<file path="src/rtl/jtframe_prog_feeder.sv">
// jtframe_prog_feeder: turns ioctl ROM download bytes into buffered SDRAM programming writes
// Ports:
//   rst, clk_rom                 async active-high reset, rising-edge clock
//   ioctl_addr/data/rom_wr       incoming download byte and its one-cycle strobe
//   downloading                  high for the whole ROM transfer
//   prog_ack                     SDRAM controller accepted the current write
//   prog_addr/data/mask/bank/we  write request towards the SDRAM controller
//   dwnld_busy                   download path still active (includes the tail)
//   overflow                     sticky: a byte was dropped because the FIFO was full
module jtframe_prog_feeder #(
  parameter logic [24:0] BA1_START = 25'h080000,
  parameter logic [24:0] BA2_START = 25'h100000,
  parameter logic [24:0] BA3_START = 25'h180000,
  parameter int          TAIL      = 16
)(
  input  logic        rst,
  input  logic        clk_rom,
  input  logic [24:0] ioctl_addr,
  input  logic [7:0]  ioctl_data,
  input  logic        ioctl_rom_wr,
  input  logic        downloading,
  input  logic        prog_ack,
  output logic [21:0] prog_addr,
  output logic [7:0]  prog_data,
  output logic [1:0]  prog_mask,
  output logic [1:0]  prog_bank,
  output logic        prog_we,
  output logic        dwnld_busy,
  output logic        overflow
);
  localparam logic [1:0] IDLE = 2'd0, REQ = 2'd1, GAP = 2'd2;
  localparam int TW = $clog2(TAIL + 2);
  logic [1:0]    in_bank, st;
  logic [22:0]   in_off;
  logic [33:0]   in_ent, s1_ent;
  logic [33:0]   mem [4];
  logic          s1_valid, dl_d, pop, push_ok, drop, active;
  logic [1:0]    wr_ptr, rd_ptr;
  logic [2:0]    cnt;
  logic [TW-1:0] tail;
  // Entry layout: {bank, word address, data, active-low byte mask}
  always_comb begin
    in_bank = ioctl_addr >= BA3_START ? 2'd3 : ioctl_addr >= BA2_START ? 2'd2 :
              ioctl_addr >= BA1_START ? 2'd1 : 2'd0;
    in_off  = 23'(ioctl_addr - (in_bank == 2'd3 ? BA3_START : in_bank == 2'd2 ? BA2_START :
                                in_bank == 2'd1 ? BA1_START : 25'd0));
    in_ent  = {in_bank, in_off[22:1], ioctl_data, in_off[0] ? 2'b01 : 2'b10};
    pop     = st == REQ && prog_ack;
    // A full FIFO still accepts the push when the head leaves in the same cycle
    push_ok = s1_valid && (cnt != 3'd4 || pop);
    drop    = s1_valid && cnt == 3'd4 && !pop;
    active  = downloading || s1_valid || cnt != 3'd0 || st != IDLE;
    dwnld_busy = !rst && (active || tail != '0);
  end
  always_ff @(posedge clk_rom)
    if (push_ok) mem[wr_ptr] <= s1_ent;
  always_ff @(posedge clk_rom or posedge rst)
    if (rst) begin
      s1_valid <= 1'b0;
      s1_ent   <= '0;
      wr_ptr   <= '0;
      rd_ptr   <= '0;
      cnt      <= '0;
      overflow <= 1'b0;
      dl_d     <= 1'b0;
      tail     <= '0;
    end else begin
      s1_valid <= ioctl_rom_wr;
      if (ioctl_rom_wr) s1_ent <= in_ent;
      if (push_ok) wr_ptr <= wr_ptr + 2'd1;
      if (pop) rd_ptr <= rd_ptr + 2'd1;
      cnt      <= cnt + {2'd0, push_ok} - {2'd0, pop};
      dl_d     <= downloading;
      overflow <= (overflow && !(downloading && !dl_d)) || drop;
      // Held at TAIL while anything is active, so it counts down from the first idle cycle
      tail     <= active ? TW'(TAIL) : tail != '0 ? tail - TW'(1) : tail;
    end
  // IDLE and GAP behave alike except GAP still counts as busy; both keep prog_we low for the cycle
  always_ff @(posedge clk_rom or posedge rst)
    if (rst) begin
      st      <= IDLE;
      prog_we <= 1'b0;
      {prog_bank, prog_addr, prog_data, prog_mask} <= {2'd0, 22'd0, 8'd0, 2'b11};
    end else if (st == REQ) begin
      if (prog_ack) begin
        st      <= GAP;
        prog_we <= 1'b0;
      end
    end else if (cnt != 3'd0) begin
      st      <= REQ;
      prog_we <= 1'b1;
      {prog_bank, prog_addr, prog_data, prog_mask} <= mem[rd_ptr];
    end else begin
      st <= IDLE;
    end
endmodule
</file>
<file path="config.mk">
export PLATFORM = sky130hd
export DESIGN_NAME = jtframe_prog_feeder
export DESIGN_NICKNAME = d
export VERILOG_FILES = /design/src/rtl/jtframe_prog_feeder.sv
export SDC_FILE = /design/constraint.sdc
export NUM_CORES = 1
export LEC_CHECK = 0
export BUFFER_PORTS_ARGS = -buffer_cell sky130_fd_sc_hd__buf_2
export CAP_MARGIN = 20
export CORE_ASPECT_RATIO = 0.8
export CORE_MARGIN = 10
export CORE_UTILIZATION = 40
export CTS_BUF_LIST = sky130_fd_sc_hd__clkbuf_16
export CTS_CLUSTER_SIZE = 40
export DETAILED_ROUTE_END_ITERATION = 8
export GPL_TIMING_DRIVEN = 0
export PLACE_DENSITY = 0.58
export SLEW_MARGIN = 10
export SYNTH_ARGS = -nofsm -noshare
export SYNTH_HDL_FRONTEND = slang
export SYNTH_SLANG_ARGS = --single-unit
</file>
<file path="constraint.sdc">
create_clock -name clk_rom -period 2.7 [get_ports clk_rom]
set_input_delay 0.27 -clock clk_rom [delete_from_list [all_inputs] [get_ports clk_rom]]
set_output_delay 0.27 -clock clk_rom [all_outputs]
set_load 0.05 [all_outputs]
</file>
== Word level (Yosys, flattened, before mapping) ==
Memory sizes are Yosys's and may differ from the RTL's. A register that Yosys moved wholly into a read port is not among the register bits.
Index checks and enable logic that the tools add are counted.
Word-level totals
  flip-flop bits (word level): 52
  memory bits (writable): 136
  bits of input ports: 38
  output and inout bits: 37
  logic and storage cells: 69
  memories: 1
Cells by class
  $add $sub $neg: 6
  magnitude comparators: 3
  eq/ne operators: 7
  muxes and demuxes: 17
  bitwise operators: 1
  reduce and logical (&&, ||, !) cells: 24
Memories
  mem: words 4, bits a word 34, read ports 1, clocked after Yosys merged registers in 1, wr ports 1, line 36  | logic [33:0] mem [4];
Operators with widths (number)
  $ge A25 B21 Y1 const B: 2
  $mux W21: 2
  $ge A25 B20 Y1 const B: 1
  $sub A23 B21 Y23: 1
  $mux W20: 1
  $mux W2: 5
  $mux W5: 2
  $logic_and A1 B1 Y1: 7
  $mux W1: 7
  $logic_or A1 B1 Y1: 6
  $reduce_bool A2 Y1: 3
  $reduce_bool A5 Y1: 1
  $sub A5 B1 Y5 const B: 1
  $add A2 B1 Y2 const B: 2
  $eq A2 B1 Y1 const B: 2
  $eq A2 B2 Y1 const B: 2
  $logic_not A1 Y1: 4
  $reduce_and A2 Y1: 2
  $add A3 B1 Y3: 1
  $eq A3 B3 Y1 const B: 1
  $ne A3 B3 Y1 const B: 1
  $reduce_bool A3 Y1: 1
  $sub A3 B1 Y3: 1
  $ne A2 B2 Y1 const B: 1
  $not A1 Y1: 1

== Logic depth before layout (Yosys ltp) ==
  depth after elaboration: 10
  depth in mapped cells: 9
  gate-level depth less buffers: 9

== Worst setup path after synthesis ==
OpenSTA, ideal clock, no wires.
  kind: register to register
  from: register st[1]
  to: memory mem[0][0] (enable)
  setup time: 0.394 ns
  arrival time: 1.840 ns
  required time: 2.306 ns
  slack: 0.466 ns
  cell stages (with the launch flop): 4
  path buffers: 0
  period minus slack after synthesis: 2.234 ns
  path through: dfrtp_1 > nand3b_1 > a31oi_4 > and2_1
On the way
  word-level cells in the longest chain between the ends: 6
Ends and longest elaborated chain
  start: declaration: line 33  | logic [1:0] in_bank, st;
  start signal: assignment: line 81  | st <= IDLE;
  start signal: assignment: line 86  | st <= GAP;
  start signal: assignment: line 90  | st <= REQ;
  $eq A2 B1 Y1: line 48  | pop = st == REQ && prog_ack;
  $logic_and A1 B1 Y1: line 48
  $logic_or A1 B1 Y1: line 50  | push_ok = s1_valid && (cnt != 3'd4 || pop);
  $logic_and A1 B1 Y1: line 50
  via push_ok: line 37  | logic s1_valid, dl_d, pop, push_ok, drop, active;
  $mux W1: line 56  | if (push_ok) mem[wr_ptr] <= s1_ent;
  $mux W1 (implied by the code): line 56
  end: declaration: line 36
The timed path passes the listed nets, and every way through them passes these cells.

== Final worst setup path ==
  from: register tail[0]
  to: output dwnld_busy
On the way
  word-level cells in the longest chain between the ends: 3
Ends and longest elaborated chain
  start: declaration: line 40  | logic [TW-1:0] tail;
  start signal: assignment: line 76  | tail <= active ? TW'(TAIL) : tail != '0 ? tail - TW'(1) : tail;
  $reduce_bool A5 Y1: line 53  | dwnld_busy = !rst && (active || tail != '0);
  $logic_or A1 B1 Y1: line 53
  $logic_and A1 B1 Y1: line 53
  end: declaration: line 28  | output logic dwnld_busy,
No other way between the ends.

==> reports/results.txt <==
CP arrival = 1.98 ns
Largest cells by area after synthesis = edfxtp_1, dfrtp_1, mux4_2
Avg Cell Area, Syn = 20.5 µm²
Max incr delay on CP = 0.38 ns
Post-Route WL = 16.1 mm
Cell Area, Synth = 0.00861 mm²
TritonCTS Buffers = 22
Asr flop ratio synth = 0.387
Routed via count = 4,069
H-Tree Depth = 1
Crit-path cells = inv_1 > ha_1 > nor4b_4 > a31oi_1 > buf_2
Reg2reg start = st[1]
Vias in the first global route = 4,546
Initial antenna violation count = 0
PwrDens = 1160 mW/mm²
Worst R2R End = mem[0][29]
Combinational Power Share = 0.351
Remaining DRCs = 0
Sequential share of power = 0.407
Clock Latency Late Sink = 0.49 ns
Max stage delay cell, worst path = dfrtp_1
Area occupied by multi-input gates = 0.00217 mm²
TritonRoute pass-1 iters = 4
Bufs and invs on worst path = 2
Non-Filler Instances = 830
Die Height = 151 µm
Flop and latch count out of synthesis = 222
Leakage Power = 0.00401 µW
Synth area leader = edfxtp_1
Post-CTS Setup Inserts = 0
Routed wire per std cell = 19.4 µm
Die X = 184 µm
Post-Synthesis Net Count = 470
# diodes = 0
Largest net degree at the start of global routing = 55
Clock sinks = 222
Final hold vios = 0
Fin nets = 595
CP max FO = 6
Crit path max-delay family = flip-flops
Post-synthesis compound-gate area fraction = 0.0134
Avg Vias per Cell = 4.90
Clock Power Share = 0.242
Layout cell share with drive strength beyond 1 = 0.392
Max Root-Sink Buffers = 3
First-pass GRT wire length = 25.8 mm
Hold WC Path Type = in -> reg
Global Route Usage Sum = 0.120
Slew Limit Fails = 0
Critical Path End = dwnld_busy
Hold_ws = 0.0200 ns
Synth Area in Adders = 0.0192
Least-Margin Pin Slew = 0.795 ns
Die Area = 0.0278 mm²
Initial Utilization = 0.411
XOR/XNOR Fraction of Synth Area = 0.00915
P&R area growth vs syn = 20.2%
Most common cell in the netlist = edfxtp_1
Yosys warnings = 0
CTS Root Buffer Type = clkbuf_16
Unrepaired setup endpoints after global routing = no
Crit path from = tail[0]
Reg-to-reg slack, setup = 0.46 ns
Final ANT Viol Nets = 0
Clock skew = 0.00804 ns
Register area = 0.00624 mm²
Dpl cells = 768
IO Port Bufs = 74
CP required = 2.43 ns
Fmax = 444 MHz
I/O pin count = 75
Routability cong. = 0.718
Top cell type's share of synthesized area = 0.474
Std-Cell Rows = 47
Yosys cell types = 40
Post-synth top cells = edfxtp_1, dfrtp_1, mux2_2, mux2_4, mux4_2
Net switching power = 3940 µW
Hold Path Depth = 2
Crit Path Class = reg -> out
Worst r2r path cells = 4
Core ar. = 0.0209 mm²
Period utilisation layout = 0.834
Multiplexer share of the synthesized area = 0.190
Total grt overflow = 0
Sw Share = 0.327
FILL cells = 1,748
Post-route minimum period = 2.25 ns
Internal power = 8090 µW
Main synth FF type = edfxtp_1
Syn Inst Count = 420
Critical Path Stages = 5
DR iter-0 viols = 191
Post-synth EDFFs = 136
Max_cap viols = 0
Slew HR = 0.470
Post-DP HPWL = 10.4 mm
Sequential fraction of the synthesis area = 0.724
Status = complete, no violations
CP Capture Type = primary output
Clock slew at reported path FFs = 0.06 ns
Largest family of logic cells by synthesized area = multiplexers
Peak supply drop = 667 µV
CTS tree = done
Final setup vio count = 0
Crit path launch type = register
Simple-gate share of the synthesized area = 0.0203
## cells by family (layout without fill, tap and decap cells)
group           after synthesis  count (layout)
xor+xnor                      9               9
buf+inv                      35             176
simple gates                 28              28
fa+ha+maj                    12              12
compound gates               14              14
flops                       222             222
mux                         100             100
## how the worst min path moves through the flow
stage              startpoint      endpoint
6_report       ioctl_addr[18]    s1_ent[27]
5_1_grt        ioctl_addr[18]    s1_ent[27]
2_1_floorplan     downloading          dl_d
4_1_cts        ioctl_addr[15]    s1_ent[24]
3_3_place_gp      downloading          dl_d
3_5_place_dp              rst  prog_addr[5]
## per-stage QoR
| step | TNS, ns | worst slack (ns) | util | total power (µW) | instance area, µm² |
|---|---|---|---|---|---|
| finish | 0 | 0.447 | 0.494 | 12000 | 10300 |
| detailed placement | 0 | 0.437 | 0.451 | 9270 | 9440 |
| CTS | 0 | 0.386 | 0.494 | 12300 | 10300 |
| global placement | -165.82 | -1.21 | 0.445 | 9120 | 9320 |
| global route | 0 | 0.254 | 0.494 | 12700 | 10300 |
| floorplan | 0 | 0.211 | - | 8170 | 8610 |
## state kept, by name, indices dropped and copies added, names as in the netlist, 2 cells and up
signal,count
cnt,3
s1_ent,34
rd_ptr,2
mem,136
st,2
prog_mask,2
prog_bank,2
tail,5
prog_addr,22
prog_data,8
wr_ptr,2
## placed cells by master (no fill, tap or decap), drive strengths merged, types with 2 or more instances in the layout
| cell type | synthesis | routed |
|---|---|---|
| a21oi | 4 | 4 |
| a31oi | 3 | 3 |
| and2 | 4 | 4 |
| buf | 12 | 91 |
| bufinv | 0 | 2 |
| clkbuf | 3 | 26 |
| clkinv | 0 | 10 |
| dfrtp | 84 | 84 |
| dfstp | 2 | 2 |
| dlygate4sd3 | 0 | 22 |
| edfxtp | 136 | 136 |
| fa | 2 | 2 |
| ha | 10 | 10 |
| inv | 20 | 25 |
| mux2 | 63 | 63 |
| mux2i | 3 | 3 |
| mux4 | 34 | 34 |
| nand2 | 3 | 3 |
| nor2 | 8 | 8 |
| nor2b | 2 | 2 |
| nor3 | 4 | 4 |
| o21ai | 2 | 2 |
| or4 | 2 | 2 |
| xnor2 | 9 | 9 |
## area by class of cell
type                            instances  share of cell area
Clock inverter                         17              0.0115
Timing Repair Buffer                  101              0.0675
Inverter                               20             0.00750
Multi-Input combinational cell        163               0.210
Tap cell                              269              0.0325
Buffer                                 15              0.0128
Sequential cell                       222               0.603
Clock buffer                           23              0.0556
## routing by layer
layer / routed length (µm) / share of wire / vias to the layer above / track usage
met2: 7810 / 0.48 / 86 / 0.201
met1: 7160 / 0.44 / 2092 / 0.154
met3: 836 / 0.052 / 28 / 0.0302
met4: 323 / 0.020 / 0 / 0.0290
li1: - / - / 1863 / -
met5: 0 / 0 / - / 0
## worst register-to-register path, delay by kind of cell (launching register included)
family | cells | cell delay, ns
buffers and inverters | 1 | 0.26
DFF | 1 | 0.38
and+or+nand+nor | 2 | 0.91
AOI/OAI and AO/OA | 1 | 0.38
## power by group through the flow
stage / combinational (µW) / sequential, µW / clock (µW)
finish: 4220 / 4900 / 2910
global route: 4550 / 5000 / 3130
CTS: 4340 / 4910 / 2990
detailed placement: 4300 / 4970 / 0
global placement: 4160 / 4960 / 0
floorplan: 2320 / 5850 / 0
## timing repair
| action | in CTS | in global routing |
|---|---|---|
| hold endpoints to repair | 53 | 0 |
| gates resized for setup | 0 | 0 |
| hold buffers | 22 | 0 |
Power figures use the tool's default switching activity.
